File: config.mk
export PLATFORM = sky130hd
export DESIGN_NAME = dphy_rx_lane_flat
export DESIGN_NICKNAME = d
export VERILOG_FILES = /design/src/rtl/dphy_rx_lane_if.sv /design/src/rtl/dphy_rx_lane.sv /design/src/flat_wrapper.sv
export SDC_FILE = /design/constraint.sdc
export NUM_CORES = 1
export LEC_CHECK = 0
export ABC_AREA = 1
export CORE_UTILIZATION = 51
export CTS_BUF_LIST = sky130_fd_sc_hd__clkbuf_16
export DETAILED_ROUTE_END_ITERATION = 8
export PLACE_DENSITY = 0.87
export SYNTH_ARGS = -nofsm -noshare
export SYNTH_HDL_FRONTEND = slang
export SYNTH_SLANG_ARGS = --single-unit
File: constraint.sdc
create_clock -name byte_clk -period 1.6 [get_ports byte_clk]
set_input_delay 0.24 -clock byte_clk [delete_from_list [all_inputs] [get_ports byte_clk]]
set_output_delay 0.24 -clock byte_clk [all_outputs]
set_load 0.03 [all_outputs]
File: src/rtl/dphy_rx_lane_if.sv
// Lane bundle between the HS/LP front end and the D-PHY receive lane.
// The master drives the raw LP pair and HS bytes. The slave (the lane) returns aligned data and status.
interface dphy_rx_lane_if;
  logic [1:0] lp_in;
  logic [7:0] hs_byte;
  logic       hs_term_en;
  logic [7:0] byte_out;
  logic       byte_valid;
  logic       sot;
  logic       eot;
  logic       sync_err;
  logic       lp_err;
  logic [1:0] lp_state;

  modport master (
    output lp_in, hs_byte,
    input  hs_term_en, byte_out, byte_valid, sot, eot, sync_err, lp_err, lp_state
  );

  modport slave (
    input  lp_in, hs_byte,
    output hs_term_en, byte_out, byte_valid, sot, eot, sync_err, lp_err, lp_state
  );
endinterface

File: src/rtl/dphy_rx_lane.sv
// Single-lane D-PHY receiver: filters the LP pair and detects HS entry.
// It then hunts the leader byte at any bit offset and streams byte-aligned payload with SoT/EoT.
module dphy_rx_lane #(
  parameter logic [7:0]  SYNC_BYTE    = 8'hB8,
  parameter int unsigned LP_FILTER    = 3,
  parameter int unsigned HS_SETTLE    = 4,
  parameter int unsigned SYNC_TIMEOUT = 32
) (
  input logic           byte_clk,
  input logic           reset,
  dphy_rx_lane_if.slave lane
);

  localparam int unsigned FiltW = $clog2(LP_FILTER + 1);
  localparam int unsigned CntW  = $clog2(SYNC_TIMEOUT + HS_SETTLE + 1);

  localparam logic [1:0] LpStop   = 2'b11;
  localparam logic [1:0] LpRqst   = 2'b01;
  localparam logic [1:0] LpBridge = 2'b00;
  localparam logic [1:0] LpEsc    = 2'b10;

  typedef enum logic [2:0] {
    StWaitStop, StStop, StHsRqst, StSettle, StHunt, StReceive
  } state_e;

  state_e           state_q;
  logic [1:0]       lp_s1_q, lp_s2_q, lp_cand_q, lp_state_q, lp_state_d;
  logic [FiltW-1:0] lp_cnt_q, lp_cnt_d;
  logic [7:0]       prev_hs_q;
  logic [15:0]      win;
  logic             match_any;
  logic [2:0]       match_k;
  logic [2:0]       offset_q;
  logic [CntW-1:0]  cnt_q;
  logic [7:0]       pay_q, byte_out_q;
  logic             pay_vld_q, byte_valid_q;
  logic             term_q, sot_q, eot_q, sync_err_q, lp_err_q;

  // A new LP level is accepted only after LP_FILTER identical synchronized samples.
  always_comb begin
    if (lp_s2_q == lp_cand_q) begin
      lp_cnt_d = (lp_cnt_q == FiltW'(LP_FILTER)) ? lp_cnt_q : lp_cnt_q + 1'b1;
    end else begin
      lp_cnt_d = FiltW'(1);
    end
    lp_state_d = (lp_cnt_d == FiltW'(LP_FILTER)) ? lp_s2_q : lp_state_q;
  end

  always_ff @(posedge byte_clk) begin
    if (reset) begin
      lp_s1_q    <= 2'b00;
      lp_s2_q    <= 2'b00;
      lp_cand_q  <= 2'b00;
      lp_cnt_q   <= '0;
      lp_state_q <= 2'b00;
      prev_hs_q  <= 8'h00;
    end else begin
      lp_s1_q    <= lane.lp_in;
      lp_s2_q    <= lp_s1_q;
      lp_cand_q  <= lp_s2_q;
      lp_cnt_q   <= lp_cnt_d;
      lp_state_q <= lp_state_d;
      prev_hs_q  <= lane.hs_byte;
    end
  end

  // Descending scan so the lowest matching offset is the one that sticks.
  always_comb begin
    win       = {lane.hs_byte, prev_hs_q};
    match_any = 1'b0;
    match_k   = 3'd0;
    for (int k = 7; k >= 0; k--) begin
      if (win[k +: 8] == SYNC_BYTE) begin
        match_any = 1'b1;
        match_k   = 3'(k);
      end
    end
  end

  always_ff @(posedge byte_clk) begin
    if (reset) begin
      state_q      <= StWaitStop;
      offset_q     <= 3'd0;
      cnt_q        <= '0;
      pay_q        <= 8'h00;
      pay_vld_q    <= 1'b0;
      byte_out_q   <= 8'h00;
      byte_valid_q <= 1'b0;
      term_q       <= 1'b0;
      sot_q        <= 1'b0;
      eot_q        <= 1'b0;
      sync_err_q   <= 1'b0;
      lp_err_q     <= 1'b0;
    end else begin
      sot_q        <= 1'b0;
      eot_q        <= 1'b0;
      sync_err_q   <= 1'b0;
      lp_err_q     <= 1'b0;
      pay_vld_q    <= 1'b0;
      pay_q        <= win[offset_q +: 8];
      byte_out_q   <= pay_q;
      byte_valid_q <= pay_vld_q;
      unique case (state_q)
        StWaitStop: if (lp_state_q == LpStop) state_q <= StStop;
        StStop: begin
          if (lp_state_q == LpRqst) begin
            state_q <= StHsRqst;
          end else if (lp_state_q != LpStop) begin
            lp_err_q <= 1'b1;
            state_q  <= StWaitStop;
          end
        end
        StHsRqst: begin
          if (lp_state_q == LpBridge) begin
            state_q <= StSettle;
            cnt_q   <= '0;
            term_q  <= 1'b1;
          end else if (lp_state_q == LpStop) begin
            state_q <= StStop;
          end else if (lp_state_q == LpEsc) begin
            lp_err_q <= 1'b1;
            state_q  <= StWaitStop;
          end
        end
        StSettle: begin
          if (lp_state_q == LpStop) begin
            state_q <= StStop;
            term_q  <= 1'b0;
          end else if (cnt_q == CntW'(HS_SETTLE - 1)) begin
            state_q <= StHunt;
            cnt_q   <= '0;
          end else begin
            cnt_q <= cnt_q + 1'b1;
          end
        end
        StHunt: begin
          if (lp_state_q == LpStop) begin
            state_q <= StStop;
            term_q  <= 1'b0;
          end else if (match_any) begin
            offset_q <= match_k;
            sot_q    <= 1'b1;
            state_q  <= StReceive;
          end else if (cnt_q == CntW'(SYNC_TIMEOUT - 1)) begin
            sync_err_q <= 1'b1;
            state_q    <= StWaitStop;
            term_q     <= 1'b0;
          end else begin
            cnt_q <= cnt_q + 1'b1;
          end
        end
        StReceive: begin
          // Byte in flight in the pay stage is dropped; it can only be trailer.
          if (lp_state_q == LpStop) begin
            eot_q        <= 1'b1;
            byte_valid_q <= 1'b0;
            state_q      <= StStop;
            term_q       <= 1'b0;
          end else begin
            pay_vld_q <= 1'b1;
          end
        end
        default: state_q <= StWaitStop;
      endcase
    end
  end

  assign lane.hs_term_en = term_q;
  assign lane.byte_out   = byte_out_q;
  assign lane.byte_valid = byte_valid_q;
  assign lane.sot        = sot_q;
  assign lane.eot        = eot_q;
  assign lane.sync_err   = sync_err_q;
  assign lane.lp_err     = lp_err_q;
  assign lane.lp_state   = lp_state_q;

endmodule

File: src/flat_wrapper.sv
// flat-port wrapper written by rule: the top's interface ports become plain ports
module dphy_rx_lane_flat 
#(
  parameter logic [7:0]  SYNC_BYTE    = 8'hB8,
  parameter int unsigned LP_FILTER    = 3,
  parameter int unsigned HS_SETTLE    = 4,
  parameter int unsigned SYNC_TIMEOUT = 32
)
  (byte_clk, reset, lane_lp_in, lane_hs_byte, lane_hs_term_en, lane_byte_out, lane_byte_valid, lane_sot, lane_eot, lane_sync_err, lane_lp_err, lane_lp_state);
  dphy_rx_lane_if lane_i ();
  input logic byte_clk;
  input logic reset;
  input wire logic [$bits(lane_i.lp_in)-1:0] lane_lp_in;
  input wire logic [$bits(lane_i.hs_byte)-1:0] lane_hs_byte;
  output wire logic [$bits(lane_i.hs_term_en)-1:0] lane_hs_term_en;
  output wire logic [$bits(lane_i.byte_out)-1:0] lane_byte_out;
  output wire logic [$bits(lane_i.byte_valid)-1:0] lane_byte_valid;
  output wire logic [$bits(lane_i.sot)-1:0] lane_sot;
  output wire logic [$bits(lane_i.eot)-1:0] lane_eot;
  output wire logic [$bits(lane_i.sync_err)-1:0] lane_sync_err;
  output wire logic [$bits(lane_i.lp_err)-1:0] lane_lp_err;
  output wire logic [$bits(lane_i.lp_state)-1:0] lane_lp_state;
  assign lane_i.lp_in = lane_lp_in;
  assign lane_i.hs_byte = lane_hs_byte;
  assign lane_hs_term_en = lane_i.hs_term_en;
  assign lane_byte_out = lane_i.byte_out;
  assign lane_byte_valid = lane_i.byte_valid;
  assign lane_sot = lane_i.sot;
  assign lane_eot = lane_i.eot;
  assign lane_sync_err = lane_i.sync_err;
  assign lane_lp_err = lane_i.lp_err;
  assign lane_lp_state = lane_i.lp_state;
  dphy_rx_lane #(.SYNC_BYTE(SYNC_BYTE), .LP_FILTER(LP_FILTER), .HS_SETTLE(HS_SETTLE), .SYNC_TIMEOUT(SYNC_TIMEOUT)) u_core (.byte_clk(byte_clk), .reset(reset), .lane(lane_i));
endmodule
==> results of run 1 <==
metrics by stage:
step / util / area (um2) / hold WS, ps
detailed placement: 0.646 / 3150 / 392
floorplan: - / 2670 / 347
global route: 0.716 / 3490 / 370
finish: 0.716 / 3490 / 338
CTS: 0.678 / 3310 / 396
global placement: 0.646 / 3150 / 390
cells in the mapped netlist (all sizes together) (2+ instances only):
cell,count,share of area
nand2,108,0.16
nor2,68,0.11
dfxtp,53,0.40
inv,53,0.075
o21ai,36,0.073
nand3,23,0.043
a21oi,22,0.041
clkbuf,9,0.013
ha,6,0.028
nand4,3,0.0070
nor3,3,0.0056
a211oi,2,0.0056
clkinv,2,0.0028
xnor2,2,0.0066
routing by layer:
layer	vias to the layer above	share of wire
li1	1362	-
met1	1213	0.44
met2	101	0.49
met3	10	0.056
met4	0	0.016
met5	-	0
repair_timing:
item | in CTS | in global routing
setup endpoints to repair | 12 | 13
pin swaps | 2 | 23
gates resized for setup | 13 | 51
setup buffers | 0 | 7
registers in the layout, summed over array words and instances (netlist names), 3 cells and up:
name                  cells
u_core.prev_hs_q          8
u_core.offset_q           3
u_core.pay_q              8
u_core.state_q            3
u_core.lane.byte_out      8
u_core.cnt_q              6
worst min-delay path: cells and delay by family:
kind	cells	cell delay [ps]
AND/OR/NAND/NOR	1	30
buffers and inverters	3	330
worst min path at each step:
stage	start	slack [ps]	cells after the start	endpoint
after floorplan	lane_lp_in[0]	350	2	u_core.lp_s1_q[0]
after CTS	lane_hs_byte[1]	400	3	u_core.prev_hs_q[1]
after detailed placement	u_core.pay_q[5]	390	2	u_core.lane.byte_out[5]
final	lane_hs_byte[5]	340	4	u_core.prev_hs_q[5]
after global placement	u_core.pay_q[4]	390	2	u_core.lane.byte_out[4]
after global routing	lane_hs_byte[5]	370	4	u_core.prev_hs_q[5]
logic make-up after synthesis:
kind of cell | synth area share
AND/OR/NAND/NOR | 0.335
buffers and inverters | 0.0930
multiplexers | 0.00376
AO/OA/AOI/OAI | 0.132
adder cells (fa/ha/maj) | 0.0282
flip-flops | 0.398
XOR/XNOR | 0.00987
cell usage in the layout, fill, tap and decap left out, types with 3 or more instances in the layout:
master / n
dfxtp_4: 5
inv_2: 10
nand2_1: 87
nand4_1: 3
dfxtp_1: 40
inv_1: 39
nand3_1: 21
o21ai_0: 32
clkdlybuf4s50_1: 19
nor2_2: 4
clkbuf_16: 5
nor3_1: 3
dlygate4sd2_1: 5
a21oi_1: 21
nand2_4: 7
inv_4: 3
dfxtp_2: 8
nand2_2: 14
nor2_1: 59
buf_4: 29
nor2_4: 5
ha_1: 3
power groups by stage:
stage                     logic [uW]  registers (uW)  clock network [uW]
after global routing             377            1400                1160
after floorplan                  177            1450                   0
after detailed placement         314            1430                   0
final                            340            1400                1080
after CTS                        314            1400                1100
after global placement           306            1430                   0
cell type report:
cell class | instances | area (um2)
Clock buffer | 5 | 125
Clock inverter | 3 | 26.3
Fill cell | 382 | 1390
Inverter | 55 | 219
Multi-Input combinational cell | 281 | 1460
Sequential cell | 53 | 1090
Tap cell | 67 | 83.8
Timing Repair Buffer | 57 | 493
==> results.toml, run 1 <==
[run_status]
status = "completed"

[sta]
max_slew.worst_pin.slew_ps = 413
period_share = 0.978
max_freq_ghz = 0.639
post-route-min-period_ps = 1560
fin_ws_ps = 36.0
fin_worst_skew_ps = 4.37
finalHoldViolCount = 0
slew_headroom = 0.724
fin_tns_setup_ps = 0
rsz0062_at_grt = "yes"
drv_slew = 0
setup_viol = 0

[worst_setup_path]
cp_top_family = "simple AND/OR/NAND/NOR gates"
critPathLaunch = "u_core.cnt_q[1]"
cp_num_buf_inv = 1
worstSetupEndpoint = "u_core.cnt_q[0]"
reg2reg_depth = 11
cp.depth = 11
cp-start-kind = "flop"
slowest_stage = "dfxtp_4"
r2r_slack_ps = 40
crit_path_cell_trace = "ha_4, nand2_4, inv_2, nand4_1, or2_1, o21ai_2, nor2_4, nand2_4, nand2_2, nand2_2, nor2_2"
rr_startpoint = "u_core.cnt_q[1]"
r2r_end = "u_core.cnt_q[0]"
required_ps = 1770
cp-end-kind = "flop"
crit_type = "reg -> reg"
critPathMaxStageDelay_ps = 370
crit_fanout = 8
arrival_ps = 1730

[final_layout]
layout-drive-gt1-share = 0.233
final_cell_count_no_fill = 521
area_delta_synth_final_pct = 31.2
antenna_cells = 0
fin_nets = 471

[floorplan]
dieArea_um2 = 5510
die_h_um = 74.3
core_area_um2 = 4880
row_count = 25
die_w_um = 74.3
pin_count = 28
initial_core_util = 0.546

[place]
gp_congestion = 0.896
dpl_worst_slack_ps = -405
dp_hpwl_um = 4310
dp.cells = 506
io_buffers = 27

[clocking]
cts.path.max_buffers = 2
cts_hold_buf = 0
numClockSinks = 53
numCtsBuffers = 5
h-tree-depth = 2
clk_latency_ps = 290
path_clk_slew_ps = 70
cts_tree = "yes"
root_buffer = "clkbuf_16"

[drt]
dr_total_vias = 2686
vias_per_cell = 5.16
wl_um = 6440
drt_pass1_iterations = 6
drtAntennaViolNets = 0
wire_per_inst_um = 12.4
drc_errors = 0
drt_iter0_markers = 235

[run]
max-cap-violations = 0

[global_route]
grt_max_degree = 39
antenna_found_initial = 0
grt_use_met2 = 0.416
grt_usage = 0.237
grt_pass1_wl_um = 10200
top_usage_layer = "met2"
met3_usage = 0.0379
grt_pass1_vias = 2335
overflow = 0
met1_usage = 0.300

[logic_synthesis]
ys_ff_latch = 53
ys_dominant_reg_cell = "dfxtp_1"
synth_async_sr_flop_share = 0
synth_nets = 417
ys_seq_area_frac = 0.398
synth_edf_count = 0
synthCells = 399
syn_area_um2 = 2660
yosysWarningCount = 0
synth_cell_type_count = 30
avgSynthCellArea_um2 = 6.67

[pwr]
switching_share = 0.260
ir_drop_uv = 435
power_frac_seq = 0.496
power.internal_uw = 2090
leakage_uw = 0.00155
switchingPower_uw = 732
power_uw = 2820
p_comb_frac = 0.121
p_per_area_nw_per_um2 = 807
clkPwrFrac = 0.384

[worst_hold_path]
min_path_type = "in -> reg"
Note: power is estimated with default switching activity, not from simulation.
==> run 2, diff against run 1 <==
--- a/config.mk
+++ b/config.mk
@@ -6,10 +6,10 @@
 export NUM_CORES = 1
 export LEC_CHECK = 0
 export ABC_AREA = 1
-export CORE_UTILIZATION = 51
+export CORE_UTILIZATION = 35
 export CTS_BUF_LIST = sky130_fd_sc_hd__clkbuf_16
 export DETAILED_ROUTE_END_ITERATION = 8
-export PLACE_DENSITY = 0.87
+export PLACE_DENSITY = 0.67
 export SYNTH_ARGS = -nofsm -noshare
 export SYNTH_HDL_FRONTEND = slang
 export SYNTH_SLANG_ARGS = --single-unit
==> results.toml, run 2 (synthesis gave the netlist of run 1 again) <==
[sta]
max_freq_ghz = 0.642
hold_slack_ps = 353
post-route-min-period_ps = 1560
fin_worst_skew_ps = 5.00
fin_ws_ps = 43.4
max_slew.worst_pin.slew_ps = 343
finalHoldViolCount = 0
period_share = 0.973
slew_headroom = 0.769
setup_viol = 0
drv_slew = 0
rsz0062_at_grt = "yes"

[run_status]
status = "completed"

[drt]
drt_iter0_markers = 117
vias_per_cell = 4.60
drc_errors = 0
wire_per_inst_um = 11.2
drtAntennaViolNets = 0
dr_total_vias = 2551
wl_um = 6220
drt_pass1_iterations = 4

[clocking]
cts_tree = "yes"
numCtsBuffers = 5
cts_hold_buf = 0
clk_latency_ps = 290
cts.path.max_buffers = 2
h-tree-depth = 2
path_clk_slew_ps = 70
numClockSinks = 53
root_buffer = "clkbuf_16"

[global_route]
met1_usage = 0.205
grt_use_met2 = 0.282
grt_max_degree = 30
top_usage_layer = "met2"
met3_usage = 0.0286
grt_pass1_vias = 2313
antenna_found_initial = 0
grt_pass1_wl_um = 10100
grt_usage = 0.162
overflow = 0

[place]
io_buffers = 27
dpl_worst_slack_ps = -399
dp.cells = 539
dp_hpwl_um = 4510
gp_congestion = 0.878

[final_layout]
most-common-layout-cells = "nand2_1 (89), nor2_1 (61), dfxtp_1 (41), inv_1 (36), o21ai_0 (33)"
multi_input_area_um2 = 1430
regArea_um2 = 1090
final_common_cell = "nand2_1"
antenna_cells = 0
final_cell_count_no_fill = 554
fin_nets = 472
num-fill-cells = 761
area_delta_synth_final_pct = 32.6
layout-drive-gt1-share = 0.222

[worst_setup_path]
cp-end-kind = "flop"
cp-start-kind = "flop"
critPathLaunch = "u_core.state_q[1]"
r2r_slack_ps = 40
slowest_stage = "dfxtp_4"
crit_type = "reg -> reg"
arrival_ps = 1780
required_ps = 1830
cp_top_family = "simple AND/OR/NAND/NOR gates"
cp_num_buf_inv = 2
rr_startpoint = "u_core.state_q[1]"
critPathMaxStageDelay_ps = 360
crit_path_cell_trace = "inv_4, nand2_4, nor2_4, inv_4, a31o_4, nor2_4, nand2_4, nand2_2, nand2_1, nor2_1"
crit_fanout = 8

[floorplan]
pin_count = 28
dieArea_um2 = 7960
die_h_um = 89.2
die_w_um = 89.2
core_area_um2 = 7290
initial_core_util = 0.365
row_count = 31

[pwr]
ir_drop_uv = 426
p_per_area_nw_per_um2 = 797
leakage_uw = 0.00155

[run]
max-cap-violations = 0

[worst_hold_path]
hp-start = "lane_hs_byte[5]"
min_path_type = "in -> reg"
-- run 2: worst min-delay path, stage by stage --
cell            delay, ps
dlymetal6s2s_1        140
inv_1                  90
buf_4                 110
nor2_1                 30
-- run 2: final timing paths --
| path | to | cells after the start |
|---|---|---|
| max reg2reg | u_core.cnt_q[3] | 10 |
| max | u_core.cnt_q[3] | 10 |
| min reg2reg | u_core.lane.byte_out[4] | 2 |
| min | u_core.prev_hs_q[5] | 4 |
-- run 2: where the power goes --
group	switching [uW]	internal (uW)	leakage, uW
Combinational	201	140	0.00104
Sequential	36.1	1360	0.000440
Clock	490	584	0.0000718
-- run 2: layout make-up --
cell class / count / share of cell area
multi-input cells: 281 / 0.404
flip-flops and latches: 53 / 0.310
repair buffers: 58 / 0.146
inverters: 55 / 0.0634
clock buffers: 5 / 0.0354
well taps: 99 / 0.0351
clock inverters: 3 / 0.00602
-- run 2: metal layers --
metal,up-vias,part of all wire
li1,1358,-
met4,0,0.0082
met2,38,0.49
met5,-,0
met3,4,0.026
met1,1151,0.47
-- run 2: timing repair --
item | in CTS | in global routing
setup buffers | 1 | 6
setup endpoints to repair | 10 | 14
gates resized for setup | 9 | 48
hold endpoints to repair | 0 | 0
pin swaps | 3 | 14
-- run 2: per-stage QoR --
stage	utilization	power [uW]	cell area (um2)	setup TNS, ps
final	0.484	2810	3530	0
after global routing	0.484	2940	3530	-231
after CTS	0.461	2830	3360	0
after detailed placement	0.441	1750	3210	-5150
after global placement	0.441	1750	3210	-4800
after floorplan	-	1620	2670	0
==> run 3, diff against run 2 <==
--- a/config.mk
+++ b/config.mk
@@ -6,10 +6,12 @@
 export NUM_CORES = 1
 export LEC_CHECK = 0
 export ABC_AREA = 1
+export ABC_CLOCK_PERIOD_IN_PS = 1600
 export CORE_UTILIZATION = 35
 export CTS_BUF_LIST = sky130_fd_sc_hd__clkbuf_16
 export DETAILED_ROUTE_END_ITERATION = 8
 export PLACE_DENSITY = 0.67
+export SLEW_MARGIN = 20
 export SYNTH_ARGS = -nofsm -noshare
 export SYNTH_HDL_FRONTEND = slang
 export SYNTH_SLANG_ARGS = --single-unit
==> constraint.sdc (replaced) <==
create_clock -name byte_clk -period 1.6 [get_ports byte_clk]
set_input_delay 0.48 -clock byte_clk [delete_from_list [all_inputs] [get_ports byte_clk]]
set_output_delay 0.48 -clock byte_clk [all_outputs]
set_load 0.03 [all_outputs]
==> results.toml, run 3 (synthesis gave the netlist of run 1 again) <==
[place]
dp_hpwl_um = 4500
gp_congestion = 0.877
dpl_worst_slack_ps = -648
placed_cell_area_um2 = 3210
io_buffers = 27

[floorplan]
initial_core_util = 0.365
core_area_um2 = 7290
die_h_um = 89.2
row_count = 31
dieArea_um2 = 7960
die_w_um = 89.2
pin_count = 28

[drt]
dr_total_vias = 2593
vias_per_cell = 4.68
drtAntennaViolNets = 0
wire_per_inst_um = 11.0
wl_um = 6120
drt_pass1_iterations = 4
drt_iter0_markers = 140
drc_errors = 0

[final_layout]
final_common_cell = "nand2_1"
num-fill-cells = 773
most-common-layout-cells = "nand2_1 (86), nor2_1 (59), dfxtp_1 (40), inv_1 (37), o21ai_0 (32)"
layout-drive-gt1-share = 0.246
fin_nets = 472
antenna_cells = 0
fin_area_um2 = 3520
area_delta_synth_final_pct = 32.2

[sta]
post-route-min-period_ps = 1540
fin_worst_skew_ps = 5.77
max_slew.worst_pin.slew_ps = 319
finalHoldViolCount = 0
max_freq_ghz = 0.648
setup_viol = 0
fin_ws_ps = 56.0
hold_slack_ps = 401
slew_headroom = 0.785
period_share = 0.965
rsz0062_at_grt = "yes"
drv_slew = 0

[worst_setup_path]
cp_num_buf_inv = 1
cp_top_family = "buffers and inverters"
arrival_ps = 1060
slowest_stage = "dlygate4sd2_1"
crit_path_cell_trace = "dlygate4sd2_1"
cp-end-kind = "primary output"
critPathMaxStageDelay_ps = 400
r2r_end = "u_core.cnt_q[1]"
required_ps = 1120
crit_fanout = 5
r2r_slack_ps = 60
cp-start-kind = "flop"
crit_type = "reg -> out"
rr_startpoint = "u_core.prev_hs_q[3]"
reg2reg_depth = 12

[clocking]
numClockSinks = 53
clk_latency_ps = 290
numCtsBuffers = 5
cts.path.max_buffers = 2
path_clk_slew_ps = 70
cts_hold_buf = 0
h-tree-depth = 2
cts_tree = "yes"
root_buffer = "clkbuf_16"

[pwr]
ir_drop_uv = 412
leakage_uw = 0.00159
p_per_area_nw_per_um2 = 849

[global_route]
grt_usage = 0.163
antenna_found_initial = 0
grt_max_degree = 30
grt_pass1_wl_um = 10100
overflow = 0
grt_pass1_vias = 2333

[worst_hold_path]
hold_end = "u_core.lane.byte_out[4]"
min_path_type = "reg -> reg"
hold_depth = 2
hp-start = "u_core.pay_q[4]"

[run]
max-cap-violations = 0

[run_status]
status = "completed"
run 3: cell types whose count changed in the layout (fill, tap and decap cells not counted), moves of 3 or more:
cell | before | now
dlygate4sd2_1 | 5 | 16
dlymetal6s2s_1 | 3 | 0
nand2_1 | 89 | 86
clkdlybuf4s50_1 | 19 | 4
buf_2 | 0 | 3
nand2_2 | 16 | 19
run 3: stage by stage:
stage | instances | setup TNS, ps | utilization | power (uW)
4_1_cts | 549 | 0 | 0.465 | 3000
3_5_place_dp | 539 | -10360 | 0.441 | 1750
6_report | 554 | 0 | 0.483 | 2990
5_1_grt | 554 | -355 | 0.483 | 3110
3_3_place_gp | 539 | -9730 | 0.441 | 1750
2_1_floorplan | 399 | 0 | - | 1620
run 3: layer usage:
layer	part of all wire	GRT usage	wire length, um	vias to the layer above
met5	0	0	0	-
met1	0.47	0.204	2870	1183
met3	0.030	0.0323	186	7
li1	-	-	-	1358
met2	0.49	0.282	2990	45
met4	0.012	0.0534	72	0
run 3: area by class of cell:
cell class              instances  area (um2)  share of cell area
multi-input cells             281        1440               0.408
flip-flops and latches         53        1100               0.312
repair buffers                 58         468               0.133
inverters                      55         221              0.0629
clock buffers                   5         125              0.0355
well taps                      99         124              0.0352
clock inverters                 3        50.0              0.0142
run 3: how the worst max path moves through the flow:
stage                                 start                 to  slack, ps  cells past startpoint
finish              u_core.lane.lp_state[0]   lane_lp_state[0]         60                      1
global placement            lane_hs_byte[0]    u_core.cnt_q[5]       -600                     12
global route            u_core.prev_hs_q[5]    u_core.cnt_q[1]        -70                     12
floorplan           u_core.lane.lp_state[0]  u_core.state_q[0]         70                      8
CTS                         u_core.cnt_q[1]    u_core.cnt_q[5]        0.4                     11
detailed placement          lane_hs_byte[0]    u_core.cnt_q[5]       -650                     12
run 3: report_power, final:
group	leakage, uW	internal [uW]	switching (uW)	total, uW
registers	0.000440	1360	37.5	1400
logic	0.00106	133	204	337
clock network	0.0000859	752	500	1250
run 3: timing repair:
action	4_1_cts	5_1_grt
pin swaps	7	17
buffers inserted	2	5
gates resized for setup	37	58
endpoints found under the setup margin	34	13
